## src/rtl/alu_seq_unit.sv

```systemverilog
// Multi-cycle ALU behind a valid/ready handshake.
// Shifts step one bit per cycle and multiply is a 32-step shift-add.
module alu_seq_unit (
  input  logic        CLOCK_50,
  input  logic        reset_n,
  input  logic        req_valid,
  output logic        req_ready,
  input  logic [2:0]  ALU_OP,
  input  logic [31:0] rs,
  input  logic [31:0] rt,
  output logic        rsp_valid,
  input  logic        rsp_ready,
  output logic [31:0] alu_result,
  output logic        zero,
  output logic        overflow
);

  typedef enum logic [1:0] {IDLE, EXEC, DONE} state_e;

  typedef enum logic [2:0] {
    OP_AND = 3'b000,
    OP_OR  = 3'b001,
    OP_ADD = 3'b010,
    OP_SUB = 3'b011,
    OP_SLT = 3'b100,
    OP_SLL = 3'b101,
    OP_SRL = 3'b110,
    OP_MUL = 3'b111
  } op_e;

  state_e      state_q, state_d;
  op_e         op_q, op_d;
  logic [31:0] a_q, a_d;
  logic [31:0] b_q, b_d;
  logic [31:0] acc_q, acc_d;
  logic [5:0]  cnt_q, cnt_d;
  logic [31:0] res_q, res_d;
  logic        zero_q, zero_d;
  logic        ovf_q, ovf_d;
  logic        req_ready_q, req_ready_d;
  logic        rsp_valid_q, rsp_valid_d;

  logic [31:0] sum, diff, fin_res;
  logic        fin_ovf;

  assign sum  = a_q + b_q;
  assign diff = a_q - b_q;

  // Final result selection; shifts and multiply have already iterated into a_q / acc_q.
  always_comb begin
    fin_res = '0;
    fin_ovf = 1'b0;
    case (op_q)
      OP_AND: fin_res = a_q & b_q;
      OP_OR:  fin_res = a_q | b_q;
      OP_ADD: begin
        fin_res = sum;
        fin_ovf = (a_q[31] == b_q[31]) && (sum[31] != a_q[31]);
      end
      OP_SUB: begin
        fin_res = diff;
        fin_ovf = (a_q[31] != b_q[31]) && (diff[31] != a_q[31]);
      end
      OP_SLT: fin_res = {31'b0, $signed(a_q) < $signed(b_q)};
      OP_SLL: fin_res = a_q;
      OP_SRL: fin_res = a_q;
      OP_MUL: fin_res = acc_q;
      default: fin_res = '0;
    endcase
  end

  // NOTE: every _d starts as its _q so no path through this block leaves a value unassigned (no latches).
  always_comb begin
    state_d = state_q;
    op_d    = op_q;
    a_d     = a_q;
    b_d     = b_q;
    acc_d   = acc_q;
    cnt_d   = cnt_q;
    res_d   = res_q;
    zero_d  = zero_q;
    ovf_d   = ovf_q;

    case (state_q)
      IDLE: begin
        if (req_valid) begin
          op_d    = op_e'(ALU_OP);
          a_d     = rs;
          b_d     = rt;
          acc_d   = '0;
          state_d = EXEC;
          case (op_e'(ALU_OP))
            OP_SLL, OP_SRL: cnt_d = {1'b0, rt[4:0]};
            OP_MUL:         cnt_d = 6'd32;
            default:        cnt_d = 6'd0;
          endcase
        end
      end
      EXEC: begin
        if (cnt_q == 6'd0) begin
          res_d   = fin_res;
          zero_d  = (fin_res == 32'd0);
          ovf_d   = fin_ovf;
          state_d = DONE;
        end else begin
          cnt_d = cnt_q - 6'd1;
          case (op_q)
            OP_SLL: a_d = a_q << 1;
            OP_SRL: a_d = a_q >> 1;
            OP_MUL: begin
              if (b_q[0]) acc_d = acc_q + a_q;
              a_d = a_q << 1;
              b_d = b_q >> 1;
            end
            default: a_d = a_q;
          endcase
        end
      end
      DONE: begin
        if (rsp_ready) state_d = IDLE;
      end
      default: state_d = IDLE;
    endcase

    req_ready_d = (state_d == IDLE);
    rsp_valid_d = (state_d == DONE);
  end

  // NOTE: sequential state uses non-blocking assignments so all flops update together at the edge.
  always_ff @(posedge CLOCK_50) begin
    if (!reset_n) begin
      state_q     <= IDLE;
      op_q        <= OP_AND;
      a_q         <= '0;
      b_q         <= '0;
      acc_q       <= '0;
      cnt_q       <= '0;
      res_q       <= '0;
      zero_q      <= 1'b1;
      ovf_q       <= 1'b0;
      req_ready_q <= 1'b1;
      rsp_valid_q <= 1'b0;
    end else begin
      state_q     <= state_d;
      op_q        <= op_d;
      a_q         <= a_d;
      b_q         <= b_d;
      acc_q       <= acc_d;
      cnt_q       <= cnt_d;
      res_q       <= res_d;
      zero_q      <= zero_d;
      ovf_q       <= ovf_d;
      req_ready_q <= req_ready_d;
      rsp_valid_q <= rsp_valid_d;
    end
  end

  assign req_ready  = req_ready_q;
  assign rsp_valid  = rsp_valid_q;
  assign alu_result = res_q;
  assign zero       = zero_q;
  assign overflow   = ovf_q;

endmodule

```

## config.mk

```make
export PLATFORM = sky130hd
export DESIGN_NAME = alu_seq_unit
export DESIGN_NICKNAME = d
export VERILOG_FILES = /design/src/rtl/alu_seq_unit.sv
export SDC_FILE = /design/constraint.sdc
export NUM_CORES = 1
export LEC_CHECK = 0
export ABC_CLOCK_PERIOD_IN_PS = 3300
export CORE_MARGIN = 2
export CORE_UTILIZATION = 33
export CTS_CLUSTER_DIAMETER = 100
export CTS_CLUSTER_SIZE = 24
export DETAILED_ROUTE_END_ITERATION = 8
export PLACE_DENSITY = 0.49
export SETUP_SLACK_MARGIN = 0.02
export SYNTH_ARGS = -nofsm -noshare
export SYNTH_HDL_FRONTEND = slang
export SYNTH_SLANG_ARGS = --single-unit
```

## constraint.sdc

```tcl
create_clock -name CLOCK_50 -period 3.3 [get_ports CLOCK_50]
set_input_delay 0.99 -clock CLOCK_50 [delete_from_list [all_inputs] [get_ports CLOCK_50]]
set_output_delay 0.99 -clock CLOCK_50 [all_outputs]
set_load 0.02 [all_outputs]
```

==> results.md, run 1 <==
* Flop2flop setup slack at -0.21 ns
* Fin worst setup slack at -0.2094 ns
* # rows at 73
* Syn Inst Count at 1,836
* Met3 usage at 3.332%
* Yosys reg bits at 143
* Die width at 204.0 um
* Top fanout value on the critical path at 4
* Initial antenna violation count at 0
* Later-pin clock latency in the skew report at 0.48 ns
* Max-Cap Viols at 0
* Vias per cell at between 5 and 6
* Met1 Resource Use GR at 41.78%
* RSZ-0062 raised after global routing: true
* DP Worst Slack at -0.4552 ns
* Drt first pass iters at 6
* Final GP Congestion at 0.9682
* Final core utilization at around 47%
* Setup total negative slack at -0.4384 ns
* Max-slew violations at 0
* Largest net degree at the start of global routing at 78
* Post-DP HPWL at 44.40 mm
* Required @ worst endpoint at between 3 and 4 ns
* Post-synthesis cell area at 0.01320 mm2
* Critical path's slowest cell: ha_2
* Number of global-route vias before repair at 14.86k
* Routed WL per cell at 21.16 um
* Clk sink count at between 100 and 150
* Syn avg cell area at 7.191 um2
* Failing checks: negative setup slack
* Clock Tree Buf Depth at 2
* PD cells at 764.7 mW/mm2
* Hold path depth at 2
* Clock Skew at 0.02017 ns
* Num ports at 107
* Core area at a little under 0.04 mm2
* Yosys top cell area share at 21.68%
* Worst setup EP type: register
* Fin crit share at 106.3%
* Area grow syn2layout at 41.98%
* Leakage at 7.816 nW
* Die area at about 0.042 mm2
* Synth cell types at 96
* Layout cell share with drive strength beyond 1 at about a quarter
* Crit path depth at 14
* Final Critical Period at 3.509 ns
* Chip height at 204.0 um
* Root buffer cell: clkbuf_16
* Max stage delay on crit path at approximately 0.45 ns
* CTS Buf Count at 17
* Detailed-route via count at about 15k
* Cells taking the most area after synthesis: dfxtp_1, ha_1, a21oi_1, nor2_1, nand2_1
* CTS clock-pin slew for the worst setup and hold paths at 0.07 ns
* Hold_buf cts at 0
* H-tree levels at 4
* Area after DPL at 0.01720 mm2
* CP top delay family: compound AO/OA/AOI/OAI gates
* Residual DRC at 0
* Antenna-violating nets left at 0
* First-pass GRT wire length at 89.29 mm
* Slew @ Worst Pin at approximately 0.92 ns
* Post-synth top area cell: dfxtp_1
* Met2 global-route usage at 41.86%
* Kind of start point of the critical path: register
* Crit path kind: register to register
* Max IR drop VDD at about 0.00042 V
* Number of buffers added on ports at 106
* Hold_ws at 0.4541 ns
* Reg2Reg Depth at 14
* Status: complete, but fails checks
* Starting Density at 33.31%
* CP bufs+invs at 2
* Hold WC Path Type: register to register
* Total gr overflow at 0
* Max_slew headroom at 38.27%
* Gr usage total at ~28%
* FMAX at between 200 and 300 MHz
* ANT cells at 0
* Design Area, Final at 0.01875 mm2
* Commonest cells in the netlist: nor2_1, a21oi_1, nand2_1, dfxtp_1, ha_1
* Final-layout fill cell count at 4,110
* Async SR Flop Fraction at 0%
* Top FF cell, synth: dfxtp_1
* # nets final at 2,415
* 1st-iter DRT viols at around 1.3k
* Endpoints failing hold at 0
* Mapped Nets at roughly 2.0k
* Count leader, synth: nor2_1
* Number of setup violations in the final report at 6
* Register area share after synthesis at ~22%
* TritonCTS clock tree: yes
* GR peak layer: met2
* Arrival time worst endpoint at 3.93 ns
* Post-synth EDFFs at 0
* Final WL at 58.18 mm
* Ys Warns at 0
* Cell Chain, Critical Path: inv_1, ha_2, a21oi_2, buf_4, a2111oi_4, o2111ai_2, nand2_2, o41ai_4, o31a_1, a22oi_2, a21bo_2, nor4_2, and4_1, a21bo_1
[cell type report]
type                            instances  area (um2)  share of cell area [%]
Clock buffer                           17       425.4                   2.269
Clock inverter                         15       143.9                  0.7676
Inverter                              108       407.9                   2.176
Multi-Input combinational cell       1465       10230                   54.56
Sequential cell                       143        2890                   15.42
Tap cell                              525       656.9                   3.504
Timing Repair Buffer                  476        3994                   21.31
[through the flow]
| stage | power (mW) | std cells |
|---|---|---|
| global placement | 11.28 | 2693 |
| finish | 14.33 | 2749 |
| CTS | 13.85 | 2743 |
| global route | 15.30 | 2749 |
| detailed placement | 11.29 | 2693 |
| floorplan | 7.302 | 1836 |
[final timing paths]
check,start,end
worst max-delay path,b_q[16],zero
worst min register to register,alu_result[17],alu_result[17]
worst min-delay path,alu_result[17],alu_result[17]
worst max register to register,b_q[16],zero
[per-layer routing]
layer	up-vias	routed length, um
met4	0	1198
met3	66	3652
met5	-	0
li1	7367	-
met1	7255	28620
met2	494	24710
[logic make-up after synthesis]
family          count (synthesis)  synth area share, %
mux                            29                2.208
simple gates                  597                19.99
flops                         143                21.68
xor+xnor                       52                3.450
fa+ha+maj                     133                12.77
compound gates                654                33.10
buf+inv                       228                6.795
[timing repair]
action / 4_1_cts / 5_1_grt
pin swaps: 46 / 55
cloned: 0 / 0
endpoints found under the setup margin: 19 / 23
buffers inserted: 18 / 10
gates resized for setup: 99 / 77
[report_power, final]
group | switching, mW | internal, mW | total (mW) | leakage [nW]
registers | 0.294 | 2.09 | 2.38 | 1.18
clock network | 0.983 | 1.00 | 1.98 | 0.280
logic | 5.61 | 4.36 | 9.97 | 6.36
[sequential cells by signal, summed over array words and instances (netlist names)]
name and cells:
overflow 1, op_q 3, zero 1, cnt_q 6
b_q 32, rsp_valid 1, alu_result 32, state_q 2
a_q 32, req_ready 1, acc_q 32
[worst reg2reg max path, delay by kind of cell (launching register included)]
family | cells | cell delay [ns]
AOI/OAI and AO/OA | 8 | 1.76
adders and majority gates | 1 | 0.45
buffers and inverters | 2 | 0.28
DFF | 1 | 0.34
and+or+nand+nor | 3 | 0.64
[placed cells by master, fill, tap and decap left out, drive strengths merged, types with 11 or more instances in the layout]
master,instances
nand2,188
o211ai,43
clkdlybuf4s50,106
a311oi,34
nor2b,11
o21ai,108
ha,130
dfxtp,143
o22ai,31
inv,115
nor3,39
o21a,16
xor2,19
nor2,242
nand2b,20
o31ai,18
o21bai,13
and3,11
nand3,27
clkbuf,17
a211oi,30
a21o,33
a21oi,205
buf,370
a221oi,11
a31oi,20
mux2i,28
xnor2,33
or3,13
a22oi,23
No activity file was read; power rests on OpenSTA's default activity.
==> run 2: changes to the inputs <==
--- a/config.mk
+++ b/config.mk
@@ -6,7 +6,6 @@
 export NUM_CORES = 1
 export LEC_CHECK = 0
 export ABC_CLOCK_PERIOD_IN_PS = 3300
-export CORE_MARGIN = 2
 export CORE_UTILIZATION = 33
 export CTS_CLUSTER_DIAMETER = 100
 export CTS_CLUSTER_SIZE = 24
==> results.md, run 2 (same netlist as run 1, synthesis figures left out) <==
* First-pass GRT wire length at 87.01 mm
* Initial antenna violation count at 1
* Largest net degree at the start of global routing at 78
* Fin crit share at 107.7%
* Hold WC Path Type: register to register
* Layout cell share with drive strength beyond 1 at 24.46%
* Total power at 14.20 mW
* Chip height at 202.0 um
* Die width at just over 200 um
* Number of setup violations in the final report at 5
* Crit path kind: register to register
* Commonest non-fill, non-tap cell in the layout: buf_4
* Hold Startpoint: alu_result[17]
* Number of global-route vias before repair at approximately 14k
* Total gr overflow at 0
* Max stage delay on crit path at 0.38 ns
* Antenna-violating nets left at 0
* Fin worst setup slack at -0.2557 ns
* Routed WL per cell at 20.96 um
* Starting Density at 33.77%
* Final GP Congestion at 0.9709
* CP top delay family: simple AND/OR/NAND/NOR gates
* Multi-input gate area at just over 0.01 mm2
* 1st-iter DRT viols at 1,266
* Root buffer cell: clkbuf_16
* Num ports at ~110
* H-tree levels at 4
* CTS Buf Count at 17
* TritonCTS clock tree: yes
* Critical path's slowest cell: fa_2
* Most frequent cells in the layout: buf_4, nor2_1, a21oi_1, nand2_1, dfxtp_1
* Later-pin clock latency in the skew report at around 0.48 ns
* ANT cells at 0
* # nets final at 2,407
* Max IR drop VDD at 0.0003860 V
* Clk sink count at roughly 140
* Max-Cap Viols at 0
* Residual DRC at 0
* Kind of start point of the critical path: register
* CP bufs+invs at 3
* Slew @ Worst Pin at between 0.8 and 0.9 ns
* Cell Chain, Critical Path: buf_6, ha_4, fa_2, a211oi_2, nor2_2, a41o_1, buf_4, buf_4, nor2b_1, o22ai_1, nor3_1, nor3_1, nor4bb_4, nand4_1, and4bb_1, and4_1, a21bo_1
* Failing checks: negative setup slack
* Die area at 0.04081 mm2
* Met3 usage at 3.966%
* Area occupied by registers at 0.002884 mm2
* Status: complete, but fails checks
* Clock Skew at 0.01702 ns
* Detailed-route via count at 15.13k
* Endpoints failing hold at 0
* FMAX at 281.2 MHz
* Clock Tree Buf Depth at 2
* RSZ-0062 raised after global routing: true
* CTS clock-pin slew for the worst setup and hold paths at 0.07 ns
* Top fanout value on the critical path at 3
* Arrival time worst endpoint at 3.97 ns
* Drt first pass iters at 5
* Gr usage total at 27.98%
* Final-layout fill cell count at 3,950
* Max_slew headroom at 46.28%
* Met1 Resource Use GR at 41.37%
* Hold_buf cts at 0
* Setup total negative slack at -0.5682 ns
* Worst setup EP type: register
* GR peak layer: met2
* Met2 global-route usage at 41.72%
* Vias per cell at 5.534
* Final WL at 57.30 mm
* Number of buffers added on ports at 106
* Max-slew violations at 0
* Leakage at 7.766 nW
* Core area at 0.03910 mm2
* FF-to-FF Start: a_q[0]
* Post-DP HPWL at 44.01 mm
* Final Critical Period at 3.556 ns
* Required @ worst endpoint at 3.72 ns
* # rows at 72
* Worst Setup SP: a_q[0]
* PD cells at 764.0 mW/mm2
* Area grow syn2layout at 40.82%
## run 2: cell count changes in the layout (fill, tap and decap cells not counted), sizes merged
cell | previous run | this run
bufinv | 0 | 1
inv | 115 | 112
clkinvlp | 1 | 4
buf | 370 | 362
clkinv | 7 | 5
clkbuf | 17 | 18
## run 2: metal layers
metal | up-vias | routed length [um]
met5 | - | 11
met2 | 499 | 24410
li1 | 7350 | -
met3 | 61 | 3530
met4 | 2 | 1127
met1 | 7217 | 28220
## run 2: power by group
group          switching, mW  total (mW)  internal [mW]
registers              0.257        2.34           2.09
clock network          0.970        2.04           1.07
logic                   5.57        9.82           4.26
## run 2: path summary, 6_finish.rpt
| path | end | slack (ns) | cells past startpoint |
|---|---|---|---|
| worst max-delay path | zero | -0.26 | 17 |
| worst min-delay path | alu_result[17] | 0.45 | 2 |
| worst max register to register | zero | -0.26 | 17 |
| worst min register to register | alu_result[17] | 0.45 | 2 |
## run 2: area by class of cell
type                       count  area share, %
timing repair buffer         468          21.29
sequential                   143          15.51
clock buffer                  18          2.308
inverter                     108          2.214
clock inverter                14         0.8076
tap                          518          3.486
multi-input combinational   1465          54.38
## run 2: worst min-delay path, delay by kind of cell, from the launching register on
kind | cells | cell delay [ns]
AND/OR/NAND/NOR | 1 | 0.05
AO/OA/AOI/OAI | 1 | 0.05
flip-flops | 1 | 0.31
## run 2: metrics by stage
| step | instance area, um2 | util, % | hold slack (ns) | cells | setup WS [ns] |
|---|---|---|---|---|---|
| after floorplan | 13210 | - | 0.4445 | 1836 | 0.04229 |
| after global placement | 17160 | 43.89 | 0.4420 | 2679 | -0.4698 |
| after detailed placement | 17160 | 43.89 | 0.4464 | 2679 | -0.5154 |
| after CTS | 18240 | 46.65 | 0.4561 | 2725 | -0.2200 |
| after global routing | 18590 | 47.55 | 0.4731 | 2734 | -0.3680 |
| final | 18590 | 47.55 | 0.4523 | 2734 | -0.2557 |
## run 2: timing repair
action	4_1_cts	5_1_grt
resized for setup	77	64
buffers inserted	15	10
pin swaps	55	55
endpoints found under the hold margin	0	0
endpoints found under the setup margin	19	26
